==> src/rtl/key_pkg.sv <==
// Shared key-path definitions: one-hot gesture states and default timing
// derived from a single clock frequency.
package key_pkg;

  localparam int unsigned CLK_FREQ      = 50_000_000;
  localparam int unsigned KG_LONG_CNT   = CLK_FREQ;      // 1 s
  localparam int unsigned KG_GAP_CNT    = CLK_FREQ / 4;  // 250 ms
  localparam int unsigned KG_REPEAT_CNT = CLK_FREQ / 5;  // 200 ms
  localparam int unsigned KG_CNT_W      = 26;

  typedef enum logic [4:0] {
    KG_IDLE   = 5'b00001,
    KG_PRESS1 = 5'b00010,
    KG_WAIT2  = 5'b00100,
    KG_PRESS2 = 5'b01000,
    KG_HOLD   = 5'b10000
  } kg_state_e;

endpackage

==> src/rtl/key_gesture_if.sv <==
// Key gesture bus: debounced key inputs and gesture outputs.
interface key_gesture_if;

  logic key_status;
  logic key_event;
  logic single_click;
  logic double_click;
  logic long_press;
  logic key_repeat;
  logic key_held;

  modport master (
    output key_status, key_event,
    input  single_click, double_click, long_press, key_repeat, key_held
  );

  modport slave (
    input  key_status, key_event,
    output single_click, double_click, long_press, key_repeat, key_held
  );

endinterface

==> src/rtl/key_gesture_timer.sv <==
// Gesture interval timer: clearable, enabled up-counter with a terminal
// compare against a limit chosen by the FSM each cycle.
module key_gesture_timer
  import key_pkg::*;
#(
  parameter int unsigned CNT_W = KG_CNT_W
) (
  input  logic             clk,
  input  logic             rst_n,
  input  logic             clr,
  input  logic             en,
  input  logic [CNT_W-1:0] limit,
  output logic             done_c
);

  logic [CNT_W-1:0] cnt;

  always_ff @(posedge clk) begin
    if (!rst_n) begin
      cnt <= '0;
    end else if (clr) begin
      cnt <= '0;
    end else if (en) begin
      cnt <= cnt + CNT_W'(1);
    end
  end

  assign done_c = (cnt == limit);

endmodule

==> src/rtl/key_gesture.sv <==
// Classifies debounced key press/release sequences into single-click,
// double-click, long-press and auto-repeat pulses.
module key_gesture
  import key_pkg::*;
#(
  parameter int unsigned LONG_CNT   = KG_LONG_CNT,
  parameter int unsigned GAP_CNT    = KG_GAP_CNT,
  parameter int unsigned REPEAT_CNT = KG_REPEAT_CNT,
  parameter int unsigned CNT_W      = KG_CNT_W
) (
  input logic          clk,
  input logic          rst_n,
  key_gesture_if.slave bus
);

  kg_state_e        state;
  kg_state_e        state_next;
  logic             press_ev;
  logic             release_ev;
  logic             tmr_clr;
  logic             tmr_en;
  logic             tmr_rep_clr;
  logic [CNT_W-1:0] tmr_limit;
  logic             tmr_done_c;
  logic             single_nxt;
  logic             double_nxt;
  logic             long_nxt;
  logic             repeat_nxt;
  logic             held_nxt;

  assign press_ev   = bus.key_event && !bus.key_status;
  assign release_ev = bus.key_event &&  bus.key_status;

  key_gesture_timer #(
    .CNT_W (CNT_W)
  ) u_timer (
    .clk    (clk),
    .rst_n  (rst_n),
    .clr    (tmr_clr),
    .en     (tmr_en),
    .limit  (tmr_limit),
    .done_c (tmr_done_c)
  );

  always_ff @(posedge clk) begin
    if (!rst_n) begin
      state <= KG_IDLE;
    end else begin
      state <= state_next;
    end
  end

  // Key events always take priority over a timer expiry in the same cycle.
  always_comb begin
    state_next  = state;
    tmr_en      = 1'b0;
    tmr_rep_clr = 1'b0;
    tmr_limit   = '0;
    single_nxt  = 1'b0;
    double_nxt  = 1'b0;
    long_nxt    = 1'b0;
    repeat_nxt  = 1'b0;
    case (state)
      KG_IDLE: begin
        if (press_ev) state_next = KG_PRESS1;
      end
      KG_PRESS1: begin
        tmr_en    = 1'b1;
        tmr_limit = CNT_W'(LONG_CNT - 1);
        if (release_ev) begin
          state_next = KG_WAIT2;
        end else if (tmr_done_c) begin
          state_next = KG_HOLD;
          long_nxt   = 1'b1;
        end
      end
      KG_WAIT2: begin
        tmr_en    = 1'b1;
        tmr_limit = CNT_W'(GAP_CNT - 1);
        if (press_ev) begin
          state_next = KG_PRESS2;
        end else if (tmr_done_c) begin
          state_next = KG_IDLE;
          single_nxt = 1'b1;
        end
      end
      KG_PRESS2: begin
        if (release_ev) begin
          state_next = KG_IDLE;
          double_nxt = 1'b1;
        end
      end
      KG_HOLD: begin
        tmr_en    = 1'b1;
        tmr_limit = CNT_W'(REPEAT_CNT - 1);
        if (release_ev) begin
          state_next = KG_IDLE;
        end else if (tmr_done_c) begin
          repeat_nxt  = 1'b1;
          tmr_rep_clr = 1'b1;
        end
      end
      default: state_next = KG_IDLE;
    endcase
    held_nxt = (state_next == KG_HOLD);
    tmr_clr  = tmr_rep_clr || (state_next != state);
  end

  always_ff @(posedge clk) begin
    if (!rst_n) begin
      bus.single_click <= 1'b0;
      bus.double_click <= 1'b0;
      bus.long_press   <= 1'b0;
      bus.key_repeat   <= 1'b0;
      bus.key_held     <= 1'b0;
    end else begin
      bus.single_click <= single_nxt;
      bus.double_click <= double_nxt;
      bus.long_press   <= long_nxt;
      bus.key_repeat   <= repeat_nxt;
      bus.key_held     <= held_nxt;
    end
  end

endmodule
==> src/flat_wrapper.sv <==
// flat-port wrapper written by rule: the top's interface ports become plain ports
module key_gesture_flat import key_pkg::*;
#(
  parameter int unsigned LONG_CNT   = KG_LONG_CNT,
  parameter int unsigned GAP_CNT    = KG_GAP_CNT,
  parameter int unsigned REPEAT_CNT = KG_REPEAT_CNT,
  parameter int unsigned CNT_W      = KG_CNT_W
)
  (clk, rst_n, bus_key_status, bus_key_event, bus_single_click, bus_double_click, bus_long_press, bus_key_repeat, bus_key_held);
  key_gesture_if bus_i ();
  input logic clk;
  input logic rst_n;
  input wire logic [$bits(bus_i.key_status)-1:0] bus_key_status;
  input wire logic [$bits(bus_i.key_event)-1:0] bus_key_event;
  output wire logic [$bits(bus_i.single_click)-1:0] bus_single_click;
  output wire logic [$bits(bus_i.double_click)-1:0] bus_double_click;
  output wire logic [$bits(bus_i.long_press)-1:0] bus_long_press;
  output wire logic [$bits(bus_i.key_repeat)-1:0] bus_key_repeat;
  output wire logic [$bits(bus_i.key_held)-1:0] bus_key_held;
  assign bus_i.key_status = bus_key_status;
  assign bus_i.key_event = bus_key_event;
  assign bus_single_click = bus_i.single_click;
  assign bus_double_click = bus_i.double_click;
  assign bus_long_press = bus_i.long_press;
  assign bus_key_repeat = bus_i.key_repeat;
  assign bus_key_held = bus_i.key_held;
  key_gesture #(.LONG_CNT(LONG_CNT), .GAP_CNT(GAP_CNT), .REPEAT_CNT(REPEAT_CNT), .CNT_W(CNT_W)) u_core (.clk(clk), .rst_n(rst_n), .bus(bus_i));
endmodule
==> config.mk <==
export PLATFORM = sky130hd
export DESIGN_NAME = key_gesture_flat
export DESIGN_NICKNAME = d
export VERILOG_FILES = /design/src/rtl/key_pkg.sv /design/src/rtl/key_gesture_if.sv /design/src/rtl/key_gesture_timer.sv /design/src/rtl/key_gesture.sv /design/src/flat_wrapper.sv
export SDC_FILE = /design/constraint.sdc
export NUM_CORES = 1
export LEC_CHECK = 0
export ABC_AREA = 0
export CAP_MARGIN = 10
export CORE_AREA = 2 2 70 72
export CTS_CLUSTER_SIZE = 30
export DETAILED_ROUTE_END_ITERATION = 12
export DIE_AREA = 0 0 72 74
export PLACE_DENSITY = 0.78
export SYNTH_ARGS = -nofsm -noshare
export SYNTH_HDL_FRONTEND = slang
export SYNTH_SLANG_ARGS = --single-unit
==> constraint.sdc <==
create_clock -name clk -period 6.1 [get_ports clk]
set_input_delay 1.525 -clock clk [delete_from_list [all_inputs] [get_ports clk]]
set_output_delay 1.525 -clock clk [all_outputs]
set_load 0.01 [all_outputs]
# After elaboration in Yosys (flattened, before gate mapping)
# Cells that the tools add are included.
# word_totals
in_bits	4
wordCells	41
ff_bits	36
output_inout_bits	5
# classes
n_reduce_logical	10
eq_ne	8
n_bitwise	2
addsub	1
n_mux	13
# op_table
cell	n
case mux 26 bit (3 select lines)	1
2-to-1 mux 5 bit	6
adder 26 x 1 -> 26 bit (second input constant)	1
equality test 26 bit	1
case mux 5 bit (4 select lines)	1
equality test 5 bit (second input constant)	2
OR reduction 3 bit	2
equality test 5 x 1 -> 1 bit (second input constant)	1
equality test 5 x 2 -> 1 bit (second input constant)	1
equality test 5 x 3 -> 1 bit (second input constant)	1
equality test 5 x 4 -> 1 bit (second input constant)	1
2-to-1 mux 1 bit	5
!= test 5 bit	1
AND reduction 2 bit	2
OR reduction 2 bit	2
logical AND 1 bit	2
inverter 1 bit	2
zero test 1 bit	1
logical OR 1 bit	1

# Longest topological paths before layout
# Gate-level depths: netlist of run 1.
# logic_depth
ltp_word	9
depth_mapped	9
depth_no_buf	6

# Modules after synthesis
# A second synthesis of run 1 with hierarchy kept.
# unflattened
cells_unflattened	262
hier_area_um2	2172.1
# by_module_without_submodules
mod	area_per_inst_um2	instances	cells_each	seq_area_each_um2
key_gesture_timer	1529.0	1	176	520.5
key_gesture	643.1	1	86	200.2

# Worst setup path after synthesis of run 1
# OpenSTA, ideal clock, no wires.
# synth_path
path_type	input to register
startpoint	in bus_key_status
endpoint	reg u_core.u_timer.cnt[10]
path_slack_ps	3058
arrival_time_ps	2962
n_path_buf	1
t_required_ps	6019
setup_ps	81
cell_stages	7
cell_sequence	nor4bb_1 nand2_1 and3_1 nor4_1 nor2_2 clkbuf_1 a211oi_2
# synth_via
elab_chain_cells	7
word_cells_on_any_way	13
cone_classes	eq/ne: 1; mux: 7; reduce/logical: 5
# synth_lines
item	line_no	rtl
from (decl)	flat_wrapper.sv:13	input wire logic [$bits(bus_i.key_status)-1:0] bus_key_status;
zero test 1 bit	key_gesture.sv:31	assign press_ev = bus.key_event && !bus.key_status;
logical AND 1 bit	key_gesture.sv:31	
2-to-1 mux 5 bit, on equally long branches	key_gesture.sv:80, key_gesture.sv:65	
case mux 5 bit (4 select lines)	key_gesture.sv:63	case (state)
!= test 5 bit	key_gesture.sv:106	tmr_clr = tmr_rep_clr || (state_next != state);
logical OR 1 bit *	key_gesture.sv:106	
OR reduction 2 bit (no source line) *	--	
to (signal assigned)	key_gesture_timer.sv:24	cnt <= cnt + CNT_W'(1);
to (decl)	key_gesture_timer.sv:16	logic [CNT_W-1:0] cnt;
# Mark *: on every way between the ends. The rest lies on a longest branch, timed or not.
# A chain may end at the register's enable or synchronous reset.

# Final worst setup path of run 1
# layout_path
startpoint	in bus_key_event
endpoint	reg u_core.u_timer.cnt[21]
# layout_via
elab_chain_cells	6
word_cells_on_any_way	12
cone_classes	eq/ne: 1; mux: 7; reduce/logical: 4
# layout_lines
item	line_no	rtl
from (decl)	flat_wrapper.sv:14	input wire logic [$bits(bus_i.key_event)-1:0] bus_key_event;
logical AND 1 bit, on equally long branches	key_gesture.sv:32, key_gesture.sv:31	
2-to-1 mux 5 bit, on equally long branches	--	
case mux 5 bit (4 select lines)	key_gesture.sv:63	
!= test 5 bit	key_gesture.sv:106	
logical OR 1 bit *	key_gesture.sv:106	
OR reduction 2 bit (no source line) *	--	
# Marks and branches as above.

==> impl_metrics.tcl, run 1 <==
set metrics [dict create \
    grt_first_pass_wirelength_um 7950 \
    postCtsSetupBuffers 0 \
    synth_compound_area_share_pct 20.7 \
    yosys.area.top_type_share_pct 32.7 \
    die_y_um 74 \
    p_sw_w 0.000107 \
    core_area_sq_mm 0.00460 \
    status "completed" \
    syn_to_final_growth_pct 6.86 \
    drive_above_1_share_pct 15.5 \
    synth_edf_count 0 \
    slowest_delay_ns 0.55 \
    routed_wl_um 4700 \
    setup_tns_ns 0 \
    hold_viol_final 0 \
    path_clk_slew_ns 0.07 \
    clockPowerShare_pct 39.6 \
    grt_pass1_vias 1657 \
    synthTopCellsByArea "dfxtp_1, a211oi_2, xnor2_1, nor3_1, nor4_1" \
    finalInstanceArea_sq_mm 0.00236 \
    min_period_ns 3.28 \
    arrival_ns 3.49 \
    start_kind "input pin" \
    via_per_inst 5.96 \
    finalCritPeriodShare_pct 53.8 \
    yosysMostFrequentCell "dfxtp_1" \
    ctsResizeCount 0 \
    num_io_pins 9 \
    insertion_delay_ns 0.29 \
    grt_max_degree 27 \
    ctsHoldBuffers 0 \
    clock_skew_ns 0.00402 \
    syn_area_per_cell_sq_um 8.86 \
    cp.required_ns 6.31 \
    io_buffers 8 \
    synthXorXnorAreaFrac_pct 10.7 \
    dieArea_sq_mm 0.00533 \
    synth-seq-area-share_pct 32.7 \
    drc_errors 0 \
    synth_top_cell_by_area "dfxtp_1" \
    dieWidth_um 72 \
    vias 1825 \
    netlist-cell-type-count 46 \
    grtUsageTotal_pct 19.5 \
    routedWlPerCell_um 15.4 \
    overflow 0 \
    slew_viol_final 0 \
    fin_util_pct 51.3 \
    path_max_fanout 26 \
    drtPass1Iterations 4 \
    start_util_pct 48.0 \
    numCtsBuffers 5 \
    synthAdderAreaFrac_pct 0.567 \
    postPlaceCellArea_sq_mm 0.00227 \
    syn_area_sq_mm 0.00221 \
    swShare_pct 24.2 \
    muxShareOfSynthArea_pct 3.23 \
    htree_num_levels 2 \
    p_per_area_mw_per_mm2 187 \
    synth-simple-area-share_pct 25.3 \
    worst_pin_slew_ns 0.678 \
    timing.hold.ws_ns 0.573 \
    critPathCaptureType "register" \
    ant_nets 0 \
    max-vdd-ir-drop_mv 0.116 \
    rsz0062_at_grt "false" \
    syn_inst 249 \
    syn_nets 254 \
    ys_async_sr_fraction_pct 0 \
    p_seq_share_pct 53.8 \
    ys.warnings.count 0 \
    crit_type "in2reg" \
    synth-seq-cells 36 \
    intPower_w 0.000335 \
    hp-class "reg2reg" \
    dp_hpwl_um 3170 \
    place.gp.congestion 0.841 \
    cts_tree "done" \
    final-setup-viol-count 0 \
    combPwrFrac_pct 6.6 \
    n_antenna_cell 0 \
    crit_chain "clkdlybuf4s50_1 -> nor4bb_1 -> nand2_1 -> and3_1 -> nor4_1 -> nor2_2 -> buf_4 -> a211oi_1" \
    num_rows 25 \
    synth_commonest_cells "dfxtp_1, xnor2_1, nand2_1" \
    max_cap_violations 0 \
    slew_headroom_pct 54.8 \
    synth_top_family_by_area "simple AND/OR/NAND/NOR gates" \
    layout.nets 256 \
    max_freq_ghz 0.305 \
    clock_tree.root_cell "clkbuf_8" \
    p_leak_nw 0.697 \
    clock_path_buffers 2 \
    cts_sinks 36 \
    first_iter_violations 125 \
    antenna_found_initial 0 \
    synthFlopType "dfxtp_1" \
    worst_path_max_delay_cell "clkdlybuf4s50_1" \
]
metrics by stage:
stage	total power [W]	cells	worst slack, ns
after floorplan	0.000265	249	3.06
after global placement	0.000271	298	2.56
after detailed placement	0.000272	298	2.52
after CTS	0.000450	306	2.83
after global routing	0.000462	306	2.59
final	0.000442	306	2.82
path summary, 6_finish.rpt:
| check | start | to | slack, ns | depth (start not counted) |
|---|---|---|---|---|
| worst max-delay path | bus_key_event | u_core.u_timer.cnt[21]$_SDFFE_PP0P_ | 2.82 | 8 |
| worst min-delay path | u_core.u_timer.cnt[25]$_SDFFE_PP0P_ | u_core.u_timer.cnt[25]$_SDFFE_PP0P_ | 0.57 | 2 |
| worst max register to register | u_core.state[4]$_SDFF_PN0_ | u_core.state[0]$_SDFF_PN1_ | 3.13 | 7 |
| worst min register to register | u_core.u_timer.cnt[25]$_SDFFE_PP0P_ | u_core.u_timer.cnt[25]$_SDFFE_PP0P_ | 0.57 | 2 |
final cells by class:
class,count,area (sq um)
clock buffer,6,82.6
timing repair buffer,11,103
sequential,36,721
clock inverter,2,10.0
tap,54,67.6
inverter,10,37.5
fill,440,2240
multi-input combinational,187,1340
placed cells by master, fill, tap and decap left out, drive strengths merged, types with 2 or more instances in the layout:
cell type      count
a211oi            27
nor2              15
xnor2             25
nor3              18
clkbuf             6
buf                3
nand3b             2
nand2             20
o21a               2
or4                2
xor2               2
nand3             11
or2                4
or3                2
and3               3
a21oi              7
inv                9
dfxtp             36
o21ai              2
clkinv             3
mux2i              6
a211o              2
nor4              13
and2               2
clkdlybuf4s50      8
nor4b              2
nand4              6
and4               3
worst max-delay path, delay by kind of cell:
family / cells / cell delay (ns)
AO/OA/AOI/OAI: 1 / 0.24
buffers and inverters: 2 / 0.80
AND/OR/NAND/NOR: 5 / 0.92
kinds of logic after synthesis:
family,count (synthesis)
XOR/XNOR,27
multiplexers,7
adder cells (fa/ha/maj),1
AO/OA/AOI/OAI,48
buffers and inverters,26
AND/OR/NAND/NOR,104
flip-flops,36
state kept, by name (all words and copies together), names as in the netlist:
| register | flops |
|---|---|
| u_core.bus.single_click | 1 |
| u_core.bus.long_press | 1 |
| u_core.u_timer.cnt | 26 |
| u_core.state | 5 |
| u_core.bus.double_click | 1 |
| u_core.bus.key_repeat | 1 |
| u_core.bus.key_held | 1 |
power by group through the flow:
stage	Clock, W	Sequential, W	Combinational (W)
2_1_floorplan	0	0.000242	0.0000239
3_3_place_gp	0	0.000243	0.0000283
3_5_place_dp	0	0.000243	0.0000290
4_1_cts	0.000183	0.000238	0.0000291
5_1_grt	0.000193	0.000238	0.0000315
6_report	0.000175	0.000238	0.0000290
layer usage:
layer  vias to the layer above  track usage [%]  wire length [um]
li1                        925                -                 -
met1                       846             25.1              2200
met2                        50             30.8              2140
met3                         4             5.28               292
met4                         0             8.39                69
met5                         -                0                 0
Power figures use the tool's default switching activity.
==> inputs of run 2 (changes only) <==
clock period = 3.07 ns   (was 6.1 ns; I/O delays follow)
==> run 2 against run 1 <==
Clock skew rose by 0.0020 ns. Design area rose by 3.1%. Combinational power up 99%. Routed wire length fell by 0.70%. Non-clock buffer count up 1. Final cell count is 0.33% higher. First-iteration DRC count grew 19%. Clock-buffer cell count down 1. Hold slack better by 0.020 ns. Sequential power grew 98%. Total power grew to 2.5 times the previous value. Via count increased by 2.0%. Critical path type is now reg2reg.
==> impl_metrics.tcl, run 2 (synthesis results as in run 1) <==
set metrics [dict create \
    syn_to_final_growth_pct 10.2 \
    cts_sinks 36 \
    final-setup-viol-count 0 \
    slew_viol_final 0 \
    setup_tns_ns 0 \
    min_period_ns 2.65 \
    reg_top3 "u_core.u_timer.cnt: 26 flops, u_core.state: 5 flops" \
    arrival_ns 2.81 \
    via_per_inst 6.07 \
    clockPowerShare_pct 52.6 \
    worst_path_max_delay_cell "dfxtp_1" \
    start_util_pct 48.0 \
    slowest_delay_ns 0.56 \
    p_seq_share_pct 42.3 \
    max-vdd-ir-drop_mv 0.281 \
    layout_common_cells "dfxtp_1, xnor2_1, nand2_1, nor3_1, a211oi_2" \
    n_antenna_cell 0 \
    largest_reg_flops 26 \
    place.gp.congestion 0.897 \
    postCtsSetupBuffers 0 \
    drive_above_1_share_pct 15.8 \
    max_cap_violations 0 \
    status "completed" \
    cts_tree "done" \
    antenna_found_initial 0 \
    crit_type "reg2reg" \
    io_buffers 8 \
    intPower_w 0.000893 \
    max_freq_ghz 0.377 \
    hold_viol_final 0 \
    finalCritPeriodShare_pct 86.5 \
    grtUsageTotal_pct 18.9 \
    grt_max_degree 27 \
    worst_pin_slew_ns 0.487 \
    num_rows 25 \
    rsz0062_at_grt "false" \
    p_leak_nw 0.728 \
    ctsResizeCount 0 \
    cp.required_ns 3.23 \
    layout.nets 257 \
    routed_wl_um 4670 \
    vias 1862 \
    numCtsBuffers 5 \
    drtPass1Iterations 4 \
    slew_headroom_pct 67.6 \
    start_kind "register" \
    dp_hpwl_um 3180 \
    swShare_pct 20.0 \
    die_y_um 74 \
    path_clk_slew_ns 0.08 \
    overflow 0 \
    p_per_area_mw_per_mm2 459 \
    hp-class "reg2reg" \
    path_max_fanout 26 \
    routedWlPerCell_um 15.2 \
    p_sw_w 0.000224 \
    timing.hold.ws_ns 0.593 \
    combPwrFrac_pct 5.2 \
    clock_skew_ns 0.00603 \
    grt_first_pass_wirelength_um 8020 \
    top_register "u_core.u_timer.cnt" \
    grt_pass1_vias 1712 \
    final_common_cell "dfxtp_1" \
    core_area_sq_mm 0.00460 \
    ant_nets 0 \
    num_io_pins 9 \
    clock_tree.root_cell "clkbuf_8" \
    htree_num_levels 2 \
    first_iter_violations 149 \
    dieWidth_um 72 \
    critPathCaptureType "register" \
    drc_errors 0 \
    crit_chain "nor4b_2 -> a21oi_1 -> o41ai_1 -> nand4_1 -> o31ai_4 -> buf_4 -> a211oi_1" \
    ctsHoldBuffers 0 \
    clock_path_buffers 2 \
    fin_util_pct 52.9 \
    insertion_delay_ns 0.29 \
    dieArea_sq_mm 0.00533 \
]
## run 2: changes by cell type in the layout (fill, tap and decap cells not counted), sizes merged
cell	before	now
bufinv	0	3
clkbuf	6	5
clkinv	3	1
buf	3	4
## run 2: per-layer routing
layer,vias up,GRT usage [%],part of all wire (%)
li1,923,-,-
met1,886,25.8,50
met2,46,30.6,45
met3,7,3.66,4.4
met4,0,6.08,1.0
met5,-,0,0
## run 2: cell type report
cell class                      count  area [sq um]
Multi-Input combinational cell    187          1340
Timing Repair Buffer               12           110
Sequential cell                    36           721
Clock inverter                      3          90.1
Tap cell                           54          67.6
Fill cell                         422          2170
Inverter                           10          37.5
Clock buffer                        5          68.8
## run 2: worst paths after layout
path	startpoint	end	slack, ns	cells past startpoint
setup / recovery	u_core.state[4]$_SDFF_PN0_	u_core.u_timer.cnt[25]$_SDFFE_PP0P_	0.42	7
hold / removal	u_core.u_timer.cnt[25]$_SDFFE_PP0P_	u_core.u_timer.cnt[25]$_SDFFE_PP0P_	0.59	2
setup reg to reg	u_core.state[4]$_SDFF_PN0_	u_core.u_timer.cnt[25]$_SDFFE_PP0P_	0.42	7
hold reg to reg	u_core.u_timer.cnt[25]$_SDFFE_PP0P_	u_core.u_timer.cnt[25]$_SDFFE_PP0P_	0.59	2
## run 2: through the flow
| step | cells | cell area, sq um | setup WS (ns) | power (W) |
|---|---|---|---|---|
| 4_1_cts | 307 | 2430 | 0.396 | 0.00112 |
| 6_report | 307 | 2430 | 0.416 | 0.00112 |
| 2_1_floorplan | 249 | 2210 | 0.785 | 0.000528 |
| 5_1_grt | 307 | 2430 | 0.161 | 0.00114 |
| 3_3_place_gp | 299 | 2270 | 0.277 | 0.000539 |
| 3_5_place_dp | 299 | 2270 | 0.159 | 0.000541 |
## run 2: worst max-delay path: cells and delay by family, from the launching register on
family | cells | cell delay (ns)
AO/OA/AOI/OAI | 4 | 0.89
buffers and inverters | 1 | 0.39
flip-flops | 1 | 0.56
AND/OR/NAND/NOR | 2 | 0.67
## run 2: power by group through the flow
stage	logic [W]	registers, W	clock network (W)
4_1_cts	0.0000579	0.000472	0.000591
2_1_floorplan	0.0000475	0.000480	0
3_5_place_dp	0.0000576	0.000483	0
5_1_grt	0.0000626	0.000472	0.000605
3_3_place_gp	0.0000564	0.000483	0
6_report	0.0000577	0.000472	0.000587
==> inputs of run 3 (changes only) <==
CORE_AREA = 5 5 73 75   (was 2 2 70 72)
DIE_AREA = 0 0 78 80   (was 0 0 72 74)
PLACE_DENSITY = 0.8   (was 0.78)
SLEW_MARGIN = 20   (was unset)
clock period = 2.2 ns   (was 3.07 ns; I/O delays follow)
==> run 3 against run 2 <==
The flow now finishes with violations (setup timing). Critical path depth unchanged. Via count increased by 17%. Sequential share of layout area decreased by 6.3 points. Clock-buffer cell count increased by 1. Non-clock buffer count increased by 51. Hold slack got worse by 0.0064 ns. Register-to-register slack got worse by 0.50 ns. Highest routed layer unchanged. Clock skew decreased by 0.0013 ns. Fmax increased by 16%. Combinational power increased to 2.7 times the previous value.
==> impl_metrics.tcl, run 3 (synthesis results as in run 1) <==
set metrics [dict create \
    status "finished, violations left" \
    violations "setup timing" \
    grt_pass1_vias 2068 \
    top_register "u_core.u_timer.cnt" \
    final_common_cell "buf_4" \
    drive_above_1_share_pct 39.8 \
    dieWidth_um 78 \
    routed.top_layer "met4" \
    critPathCaptureType "register" \
    grt_first_pass_wirelength_um 10400 \
    start_kind "register" \
    clock_tree.root_cell "clkbuf_8" \
    setup_tns_ns -1.85 \
    met3WireLength_um 431 \
    reg_top3 "u_core.u_timer.cnt: 26 flops, u_core.state: 5 flops" \
    overflow 0 \
    antenna_found_initial 0 \
    drc_errors 0 \
    rsz0062_at_grt "true" \
    io_buffers 8 \
    num_io_pins 9 \
    fin_util_pct 68.6 \
    worst_pin_slew_ns 0.525 \
    path_max_fanout 7 \
    final-setup-viol-count 27 \
    max_freq_ghz 0.438 \
    crit_type "reg2reg" \
    first_iter_violations 166 \
    path_clk_slew_ns 0.08 \
    p_per_area_mw_per_mm2 445 \
    cts_sinks 36 \
    ant_nets 0 \
    numCtsBuffers 5 \
    p_leak_nw 1.07 \
    arrival_ns 2.51 \
    routed_wl_um 6900 \
    slew_headroom_pct 65.0 \
    hold_viol_final 0 \
    cp.required_ns 2.42 \
    dp_hpwl_um 3680 \
    final_cells 358 \
    drtPass1Iterations 5 \
    totalPowerFinal_w 0.00141 \
    place.gp.congestion 0.876 \
    dieArea_sq_mm 0.00624 \
    drt-met1-wl_um 2750 \
    max-vdd-ir-drop_mv 0.342 \
    routedWlPerCell_um 19.3 \
    largest_reg_flops 26 \
    syn_to_final_growth_pct 43.0 \
    via_per_inst 6.10 \
    die_y_um 80 \
    insertion_delay_ns 0.30 \
    finalCritPeriodShare_pct 104 \
    start_util_pct 48.0 \
    dp_cells 338 \
    fin_ws_ns -0.0852 \
    grtUsageTotal_pct 21.3 \
    n_antenna_cell 0 \
    ctsHoldBuffers 0 \
    num_rows 25 \
    min_period_ns 2.29 \
    hp-class "reg2reg" \
    dr_wl_met2_um 3650 \
    layout.nets 308 \
    max_cap_violations 0 \
    pre_cts_ws_ns -0.413 \
    clock_skew_ns 0.00475 \
    core_area_sq_mm 0.00460 \
    slew_viol_final 0 \
    cts_tree "done" \
    grt_max_degree 27 \
    vias 2185 \
    layout_common_cells "buf_4, dfxtp_1, a211oi_2, xnor2_1, nand2_1" \
    htree_num_levels 2 \
    clock_path_buffers 2 \
]
-- run 3: cell types whose count changed in the layout (fill, tap and decap cells not counted), sizes merged --
cell           before  now
clkdlybuf4s50       8    7
buf                 4   53
bufinv              3    1
clkinv              1    2
dlymetal6s2s        0    1
clkbuf              5    8
-- run 3: cell type report --
cell class | count | area [sq um]
fillers | 347 | 1440
clock buffers | 6 | 72.6
repair buffers | 63 | 707
well taps | 54 | 67.6
multi-input cells | 187 | 1500
flip-flops and latches | 36 | 737
inverters | 10 | 37.5
clock inverters | 2 | 35.0
-- run 3: report_power, final --
part,switching [W],total [W],internal [W]
Sequential,0.00000372,0.000653,0.000649
Combinational,0.0000817,0.000153,0.0000717
Clock,0.000263,0.000599,0.000337
Total,0.000348,0.00141,0.00106
-- run 3: critical path, stage by stage, from the launching register on --
cell and delay [ns]:
dfxtp_4 0.37, buf_6 0.12, or4_4 0.52, a31o_1 0.20, and4_4 0.18, a211o_4 0.43, buf_8 0.18, a211oi_2 0.21
-- run 3: repair_timing --
action                     in CTS  in global routing
gates resized for setup        34                 19
setup endpoints to repair      27                 30
pin swaps                      36                 17
buffers inserted                4                  2
cloned                          4                  2
-- run 3: path summary, 6_finish.rpt --
kind | start | slack (ns) | end | cells past startpoint
worst max register to register | u_core.state[3]$_SDFF_PN0_ | -0.09 | u_core.u_timer.cnt[1]$_SDFFE_PP0P_ | 7
worst max-delay path | u_core.state[3]$_SDFF_PN0_ | -0.09 | u_core.u_timer.cnt[1]$_SDFFE_PP0P_ | 7
worst min register to register | u_core.u_timer.cnt[25]$_SDFFE_PP0P_ | 0.59 | u_core.u_timer.cnt[25]$_SDFFE_PP0P_ | 2
worst min-delay path | u_core.u_timer.cnt[25]$_SDFFE_PP0P_ | 0.59 | u_core.u_timer.cnt[25]$_SDFFE_PP0P_ | 2
-- run 3: per-stage QoR --
step / area [sq um] / hold slack, ns
after floorplan: 2210 / 0.530
after global placement: 2620 / 0.550
after detailed placement: 2620 / 0.554
after CTS: 3000 / 0.584
after global routing: 3160 / 0.608
final: 3160 / 0.586
-- run 3: per-layer routing --
| layer | vias up | track usage, % |
|---|---|---|
| li1 | 1026 | - |
| met5 | - | 0 |
| met3 | 9 | 6.09 |
| met2 | 80 | 35.1 |
| met4 | 0 | 7.94 |
| met1 | 1070 | 26.2 |
